`src/rtl/treintaidos_bit_ocho_bit.sv`:
```
// Word-to-byte serializer: 32-bit words out as four bytes, MSB first, with a one-word pending buffer.
// Optional even-parity output enabled by defining SERIALIZER_PARITY_EN.
module treintaidos_bit_ocho_bit #(
   parameter logic [7:0] IDLE_BYTE = 8'h00
) (
   input  logic        clk_4f,
   input  logic        reset_L,
   input  logic [31:0] data_in,
   input  logic        valid_in,
   output logic        ready_out,
   output logic [7:0]  data_out,
`ifdef SERIALIZER_PARITY_EN
   output logic        parity_out,
`endif
   output logic        valid_out
);

   typedef enum logic {IDLE = 1'b0, SHIFT = 1'b1} state_t;

   state_t      r_state;
   state_t      w_state_nxt;
   logic [1:0]  r_cnt;
   logic [31:0] r_cur;
   logic [31:0] r_nxt;
   logic        r_nxt_full;
   logic [7:0]  r_data_out;
   logic        r_valid_out;
   logic        r_ready_out;

   logic        w_accept;
   logic        w_load;
   logic        w_to_nxt;
   logic [31:0] w_src;
   logic [1:0]  w_cnt_n;
   logic [31:0] w_cur_n;
   logic [31:0] w_nxt_n;
   logic        w_nxt_full_n;
   logic [7:0]  w_data_n;
   logic        w_valid_n;

   // Byte 0 is the most significant byte of the word.
   function automatic logic [7:0] f_byte(input logic [31:0] word, input logic [1:0] idx);
      case (idx)
         2'd0:    f_byte = word[31:24];
         2'd1:    f_byte = word[23:16];
         2'd2:    f_byte = word[15:8];
         default: f_byte = word[7:0];
      endcase
   endfunction

   function automatic logic f_parity(input logic [7:0] b);
      f_parity = ^b;
   endfunction

   assign w_accept = valid_in & r_ready_out;
   assign w_load   = (r_cnt == 2'd0) & (r_nxt_full | w_accept);
   assign w_src    = r_nxt_full ? r_nxt : data_in;
   // An accepted word bypasses nxt only when it is loaded straight into cur.
   assign w_to_nxt = w_accept & ((r_cnt != 2'd0) | r_nxt_full);

   always_ff @(posedge clk_4f or negedge reset_L) begin
      if (!reset_L) r_state <= IDLE;
      else          r_state <= w_state_nxt;
   end

   always_comb begin
      w_state_nxt = r_state;
      case (r_state)
         IDLE:    if (w_load) w_state_nxt = SHIFT;
         default: if ((r_cnt == 2'd0) && !w_load) w_state_nxt = IDLE;
      endcase
   end

   always_comb begin
      w_valid_n    = w_load | (r_cnt != 2'd0);
      w_cur_n      = w_load ? w_src : r_cur;
      w_data_n     = IDLE_BYTE;
      if (w_load)          w_data_n = w_src[31:24];
      else if (w_valid_n)  w_data_n = f_byte(r_cur, r_cnt);
      w_cnt_n      = w_valid_n ? r_cnt + 2'd1 : 2'd0;
      w_nxt_n      = w_to_nxt ? data_in : r_nxt;
      w_nxt_full_n = r_nxt_full;
      if (w_to_nxt)                 w_nxt_full_n = 1'b1;
      else if (w_load && r_nxt_full) w_nxt_full_n = 1'b0;
   end

   always_ff @(posedge clk_4f or negedge reset_L) begin
      if (!reset_L) begin
         r_cnt       <= 2'd0;
         r_cur       <= 32'd0;
         r_nxt       <= 32'd0;
         r_nxt_full  <= 1'b0;
         r_data_out  <= IDLE_BYTE;
         r_valid_out <= 1'b0;
         r_ready_out <= 1'b1;
      end else begin
         r_cnt       <= w_cnt_n;
         r_cur       <= w_cur_n;
         r_nxt       <= w_nxt_n;
         r_nxt_full  <= w_nxt_full_n;
         r_data_out  <= w_data_n;
         r_valid_out <= w_valid_n;
         r_ready_out <= !w_nxt_full_n;
      end
   end

`ifdef SERIALIZER_PARITY_EN
   logic r_parity_out;

   always_ff @(posedge clk_4f or negedge reset_L) begin
      if (!reset_L) r_parity_out <= 1'b0;
      else          r_parity_out <= w_valid_n & f_parity(w_data_n);
   end

   assign parity_out = r_parity_out;
`endif

   assign data_out  = r_data_out;
   assign valid_out = r_valid_out;
   assign ready_out = r_ready_out;

endmodule
```
`config.mk`:
```
export PLATFORM = sky130hd
export DESIGN_NAME = treintaidos_bit_ocho_bit
export DESIGN_NICKNAME = d
export VERILOG_FILES = /design/src/rtl/treintaidos_bit_ocho_bit.sv
export SDC_FILE = /design/constraint.sdc
export NUM_CORES = 1
export LEC_CHECK = 0
export CORE_AREA = 8 8 92 94
export CTS_CLUSTER_DIAMETER = 40
export DETAILED_ROUTE_END_ITERATION = 12
export DIE_AREA = 0 0 100 102
export HOLD_SLACK_MARGIN = 0.03
export MAX_ROUTING_LAYER = met4
export PLACE_DENSITY = 0.67
export REMOVE_ABC_BUFFERS = 1
export SETUP_SLACK_MARGIN = 0.15
export SLEW_MARGIN = 10
export SYNTH_ARGS = -nofsm -noshare
export SYNTH_HDL_FRONTEND = slang
export SYNTH_SLANG_ARGS = --single-unit
```
`constraint.sdc`:
```
create_clock -name clk_4f -period 1.9 [get_ports clk_4f]
set_clock_uncertainty 0.2 [all_clocks]
set_input_delay 0.38 -clock clk_4f [delete_from_list [all_inputs] [get_ports clk_4f]]
set_output_delay 0.38 -clock clk_4f [all_outputs]
set_load 0.03 [all_outputs]
```
==> results of run 1 <==
==> per-layer routing <==
layer,global-route usage,wire length [um],up-vias,share of wire
met2,0.234,3600,44,0.51
met4,0.0547,70,0,0.0098
met3,0.0429,316,7,0.044
met1,0.167,3140,1097,0.44
li1,-,-,1015,-
met5,-,0,-,0
==> synthesized netlist by cell type, types with 2 or more instances <==
cell type	number	area, um2
mux2i_1	32	320
a21oi_1	2	10.0
a221oi_1	8	70.1
o21ai_1	11	55.1
buf_1	3	11.3
ha_1	4	50.1
nand2_1	2	7.51
mux2_2	32	360
buf_6	4	45.0
buf_2	7	35.0
inv_1	4	15.0
o21ai_0	45	225
clkbuf_1	7	26.3
o22ai_1	8	50.1
dfrtp_1	68	1700
==> flip-flops by register name, indices dropped and copies added (netlist names) <==
| signal | flops |
|---|---|
| r_nxt | 32 |
| r_cur | 24 |
| data_out | 8 |
| r_cnt | 2 |
| r_nxt_full | 1 |
| ready_out | 1 |
| valid_out | 1 |
==> power by group through the flow <==
stage / Sequential (mW) / Clock, mW / Combinational, mW
after floorplan: 2.81 / 0 / 1.65
after global placement: 2.58 / 0 / 2.82
after detailed placement: 2.61 / 0 / 2.88
after CTS: 2.58 / 1.12 / 3.21
after global routing: 2.70 / 1.20 / 3.89
final: 2.62 / 1.10 / 3.59
==> stage by stage <==
stage	setup TNS [ns]	total power [mW]	util
2_1_floorplan	-54.70	4.47	-
3_3_place_gp	-3.45	5.40	0.517
3_5_place_dp	-3.73	5.48	0.517
4_1_cts	0	6.91	0.570
5_1_grt	0	7.80	0.596
6_report	0	7.31	0.596
==> area by class of cell <==
cell class,instances,area (um2),share of cell area
repair buffers,76,808,0.192
clock buffers,15,176,0.0419
well taps,99,124,0.0294
multi-input cells,149,1350,0.320
clock inverters,1,5.00,0.00119
inverters,4,18.8,0.00446
flip-flops and latches,69,1730,0.411
==> path summary, 6_finish.rpt <==
check / endpoint / slack, ns / cells after the start
hold reg to reg: r_cur[0]$_DFFE_PN0P_ / 0.31 / 2
hold / removal: r_nxt[16]$_DFFE_PN0P_ / 0.29 / 2
max in group asynchronous: ready_out$_DFF_PN1_ / 0.60 / 3
setup / recovery: r_nxt[16]$_DFFE_PN0P_ / 0.04 / 8
setup reg to reg: r_nxt[16]$_DFFE_PN0P_ / 0.04 / 8
min in group clk_4f: r_cur[0]$_DFFE_PN0P_ / 0.31 / 2
==> cell families after synthesis <==
kind of cell	count (synthesis)	synth area share
DFF	69	0.565
and+or+nand+nor	5	0.0127
adders and majority gates	4	0.0164
muxes	64	0.223
AOI/OAI and AO/OA	76	0.140
buffers and inverters	25	0.0434
==> repair_timing <==
item / CTS / global route
hold buffers: 1 / 0
cloned: 3 / 1
hold endpoints to repair: 13 / 0
setup buffers: 8 / 4
gates resized for setup: 25 / 34
pin swaps: 0 / 2
endpoints found under the setup margin: 39 / 40
==> metrics.yaml, run 1 <==
run_status:
  outcome: "finished, final reports clean"
critical_path:
  crit_type: "register to register"
  startpoint_type: "register"
  arrival_ns: 1.89
  end_kind: "register"
  startpoint: "r_cnt[0]$_DFF_PN0_"
  cpPeakStageDelay_ns: 0.40
  critPathTopFamily: "buffers and inverters"
  r2r-start: "r_cnt[0]$_DFF_PN0_"
  cp_max_fo: 5
  path_buf_inv: 4
  crit_chain: "inv_2 -> ha_4 -> nor2b_4 -> nor2_4 -> buf_6 -> buf_12 -> clkbuf_16 -> mux2_4"
  critPathRequiredTime_ns: 1.93
  slowest_stage: "dfrtp_1"
cells_and_area:
  antenna_cells: 0
  n_fill_cell: 599
  fin_cells: 413
  layout_common_cells: "67 x dfrtp_1, 45 x o21ai_0, 33 x clkdlybuf4s50_1"
  nets: 348
  layout_commonest_cell: "dfrtp_1"
  fin_area_mm2: 0.00421
  drive_above_1_share: 0.299
  syn_to_final_growth_pct: 37.7
place:
  place_ws_ns: -0.148
  port_buffers: 44
  place_area_mm2: 0.00365
  finalWeightedCongestion: 0.782
  hpwlAfterDp_mm: 4.24
  placed_cells: 380
floorplanning:
  die_w_um: 100
  die_area_mm2: 0.0102
  coreArea_mm2: 0.00706
  io_pins: 45
  rows: 31
  die_y_um: 102
  start_util: 0.433
route:
  drt_pass1_iterations: 4
  vias: 2163
  ant_nets: 0
  drc_errors: 0
  vias_per_cell: 5.24
  wl_per_cell_um: 17.3
  first_iter_violations: 53
  finalWirelength_mm: 7.13
timing:
  fin_hold_ws_ns: 0.287
  fmax_ghz: 0.538
  relSlewSlack: 0.744
  tightestPinTransition_ns: 0.384
  grt_setup_unrepaired: "true"
  fin_crit_sh: 0.979
  layout_setup_ws_ns: 0.0403
  hold_violations: 0
  fin_crit_ns: 1.86
  setup_viol: 0
  slew_violations: 0
synth:
  ys_types: 21
  ys_seq_area_frac: 0.565
  synth_edf_count: 0
  synthArstFlopShare: 1.00
  ys_dominant_reg_cell: "dfrtp_1"
  syn_area_mm2: 0.00306
  syn_inst: 243
  ys_warn_count: 0
  synth-seq-cells: 69
  avgSynthCellArea_um2: 12.6
global_route:
  grt_overflow: 0
  grt_max_degree: 30
  grt_pass1_vias: 2256
  grtUsageTotal: 0.145
  grt_pass1_wl_mm: 11.1
  antenna_found_initial: 0
clock_network:
  clkLatencyLatePin_ns: 0.34
  clkSinkCount: 69
  root_buffer: "clkbuf_8"
  cts_buffers: 9
  cts_tree: "yes"
  h-tree-depth: 3
  clkTransAtPathRegs_ns: 0.07
  cts.path.max_buffers: 2
power_and_ir_drop:
  leakagePower_nw: 1.89
  clockPowerShare: 0.150
  power.share.switching: 0.356
  worst_ir_drop_vdd_v: 0.000678
  p_sw_mw: 2.60
  seqPwrFrac: 0.359
  power.density_mw_per_mm2: 1740
  internal-power_mw: 4.71
  pwr-share-comb: 0.491
run:
  maxCapViolCount: 0
min_path:
  hp-class: "input pin to async pin"
Power figures use the tool's default switching activity.
==> run 2, diff against run 1 <==
--- a/config.mk
+++ b/config.mk
@@ -14,6 +14,7 @@
 export PLACE_DENSITY = 0.67
 export REMOVE_ABC_BUFFERS = 1
 export SETUP_SLACK_MARGIN = 0.15
+export SKIP_LAST_GASP = 1
 export SLEW_MARGIN = 10
 export SYNTH_ARGS = -nofsm -noshare
 export SYNTH_HDL_FRONTEND = slang
==> results of run 2 <==
Same layout as run 1: the final DEF is identical, and so are final timing and power.
==> run 3, diff against run 2 <==
--- a/config.mk
+++ b/config.mk
@@ -5,10 +5,10 @@
 export SDC_FILE = /design/constraint.sdc
 export NUM_CORES = 1
 export LEC_CHECK = 0
-export CORE_AREA = 8 8 92 94
+export CORE_AREA = 2 2 86 88
 export CTS_CLUSTER_DIAMETER = 40
 export DETAILED_ROUTE_END_ITERATION = 12
-export DIE_AREA = 0 0 100 102
+export DIE_AREA = 0 0 88 90
 export HOLD_SLACK_MARGIN = 0.03
 export MAX_ROUTING_LAYER = met4
 export PLACE_DENSITY = 0.67
==> metrics.yaml, run 3 (synthesis gave the netlist of run 1 again) <==
floorplanning:
  rows: 31
  die_area_mm2: 0.00792
  coreArea_mm2: 0.00702
  start_util: 0.435
  io_pins: 45
  die_w_um: 88
  die_y_um: 90
cells_and_area:
  largest_register: "r_nxt"
  drive_above_1_share: 0.297
  layout_commonest_cell: "dfrtp_1"
  fin_area_mm2: 0.00424
  antenna_cells: 0
  final_util: 0.604
  nets: 347
  fin_cells: 412
  largest_reg_flops: 32
  layout_common_cells: "66 x dfrtp_1, 44 x o21ai_0, 33 x clkdlybuf4s50_1"
  syn_to_final_growth_pct: 38.8
timing:
  grt_setup_unrepaired: "true"
  fmax_ghz: 0.538
  fin_crit_sh: 0.978
  fin_crit_ns: 1.86
  hold_violations: 0
  slew_violations: 0
  tightestPinTransition_ns: 0.354
  relSlewSlack: 0.764
  setup_tns_ns: 0
  setup_viol: 0
  fin_hold_ws_ns: 0.306
route:
  drt_pass1_iterations: 4
  drc_errors: 0
  vias_per_cell: 5.29
  wl_per_cell_um: 16.6
  finalWirelength_mm: 6.84
  vias: 2181
  first_iter_violations: 104
  ant_nets: 0
clock_network:
  clkTransAtPathRegs_ns: 0.08
  cts.path.max_buffers: 2
  root_buffer: "clkbuf_8"
  clkSinkCount: 69
  cts_tree: "yes"
  h-tree-depth: 3
  cts_buffers: 9
  clkLatencyLatePin_ns: 0.35
critical_path:
  endpoint: "r_nxt[22]$_DFFE_PN0P_"
  end_kind: "register"
  reg2reg_depth: 8
  cp_max_fo: 5
  crit_chain: "inv_2 -> ha_4 -> nor2b_4 -> nor2_4 -> buf_12 -> buf_12 -> buf_16 -> mux2_4"
  r2r-start: "r_cnt[0]$_DFF_PN0_"
  cp_common_cell: "buf_12"
  cpPeakStageDelay_ns: 0.43
  rr_endpoint: "r_nxt[22]$_DFFE_PN0P_"
  startpoint: "r_cnt[0]$_DFF_PN0_"
  startpoint_type: "register"
  r2r_slack_ns: 0.04
  slowest_stage: "dfrtp_2"
  arrival_ns: 1.90
  crit_type: "register to register"
  critPathRequiredTime_ns: 1.94
global_route:
  grtUsageTotal: 0.179
  antenna_found_initial: 0
  grt_max_degree: 70
  grt_pass1_vias: 2071
  grt_pass1_wl_mm: 10.5
  grt_overflow: 0
power_and_ir_drop:
  worst_ir_drop_vdd_v: 0.000806
  leakagePower_nw: 1.88
  power.density_mw_per_mm2: 1820
place:
  hpwlAfterDp_mm: 3.82
  place_area_mm2: 0.00364
  port_buffers: 44
  placed_cells: 379
  finalWeightedCongestion: 0.718
min_path:
  hp-class: "register to register"
run:
  maxCapViolCount: 0
run_status:
  outcome: "finished, final reports clean"
run 3: changes by cell type in the layout (fill, tap and decap cells not counted), moves of 2 or more:
cell,change
a221oi_1,+3
a221oi_2,-3
buf_12,+2
buf_6,-3
bufinv_16,+4
clkbuf_1,-2
clkbuf_8,-3
clkinvlp_4,+2
mux2_2,+6
mux2_4,-6
run 3: how the worst min path moves through the flow:
| stage | slack (ns) | start | cells after the start | to |
|---|---|---|---|---|
| final | 0.31 | r_nxt[9]$_DFFE_PN0P_ | 1 | r_nxt[9]$_DFFE_PN0P_ |
| after CTS | 0.31 | r_cur[6]$_DFFE_PN0P_ | 2 | r_cur[6]$_DFFE_PN0P_ |
| after detailed placement | 0.23 | reset_L | 2 | r_nxt[23]$_DFFE_PN0P_ |
| after global placement | 0.23 | reset_L | 2 | r_nxt[23]$_DFFE_PN0P_ |
| after global routing | 0.33 | r_nxt[1]$_DFFE_PN0P_ | 1 | r_nxt[1]$_DFFE_PN0P_ |
| after floorplan | -0.12 | reset_L | 0 | data_out[0]$_DFF_PN0_ |
run 3: through the flow:
stage	total power [mW]	setup slack [ns]
3_3_place_gp	5.41	-0.0874
6_report	7.70	0.0425
5_1_grt	8.15	0.00291
2_1_floorplan	4.47	-0.885
3_5_place_dp	5.49	-0.122
4_1_cts	7.36	0.0139
run 3: layout make-up:
| cell class | instances | area (um2) |
|---|---|---|
| Clock buffer | 10 | 128 |
| Clock inverter | 6 | 135 |
| Fill cell | 580 | 2780 |
| Inverter | 4 | 18.8 |
| Multi-Input combinational cell | 149 | 1310 |
| Sequential cell | 69 | 1730 |
| Tap cell | 99 | 124 |
| Timing Repair Buffer | 75 | 800 |
run 3: repair_timing:
item | 4_1_cts | 5_1_grt
endpoints found under the setup margin | 46 | 42
cloned | 2 | 2
pin swaps | 2 | 2
gates resized for setup | 24 | 26
hold buffers | 1 | 0
buffers inserted | 8 | 4
hold endpoints to repair | 68 | 0
run 3: per-layer routing:
layer	vias to the layer above	wire length [um]	track usage
met1	1093	3040	0.240
met3	15	327	0.0395
met2	58	3320	0.264
met5	-	0	-
li1	1015	-	-
met4	0	157	0.0692
run 3: critical path: cells and delay by family (launching register included):
family	cells	cell delay [ns]
flops	1	0.43
buf+inv	4	0.46
simple gates	2	0.24
mux	1	0.30
fa+ha+maj	1	0.12
run 3: power breakdown:
group / total [mW] / switching (mW) / leakage [nW] / internal (mW)
clock network: 1.57 / 0.567 / 0.123 / 1.00
logic: 3.54 / 1.68 / 0.933 / 1.85
registers: 2.60 / 0.375 / 0.828 / 2.22
total: 7.70 / 2.62 / 1.88 / 5.08
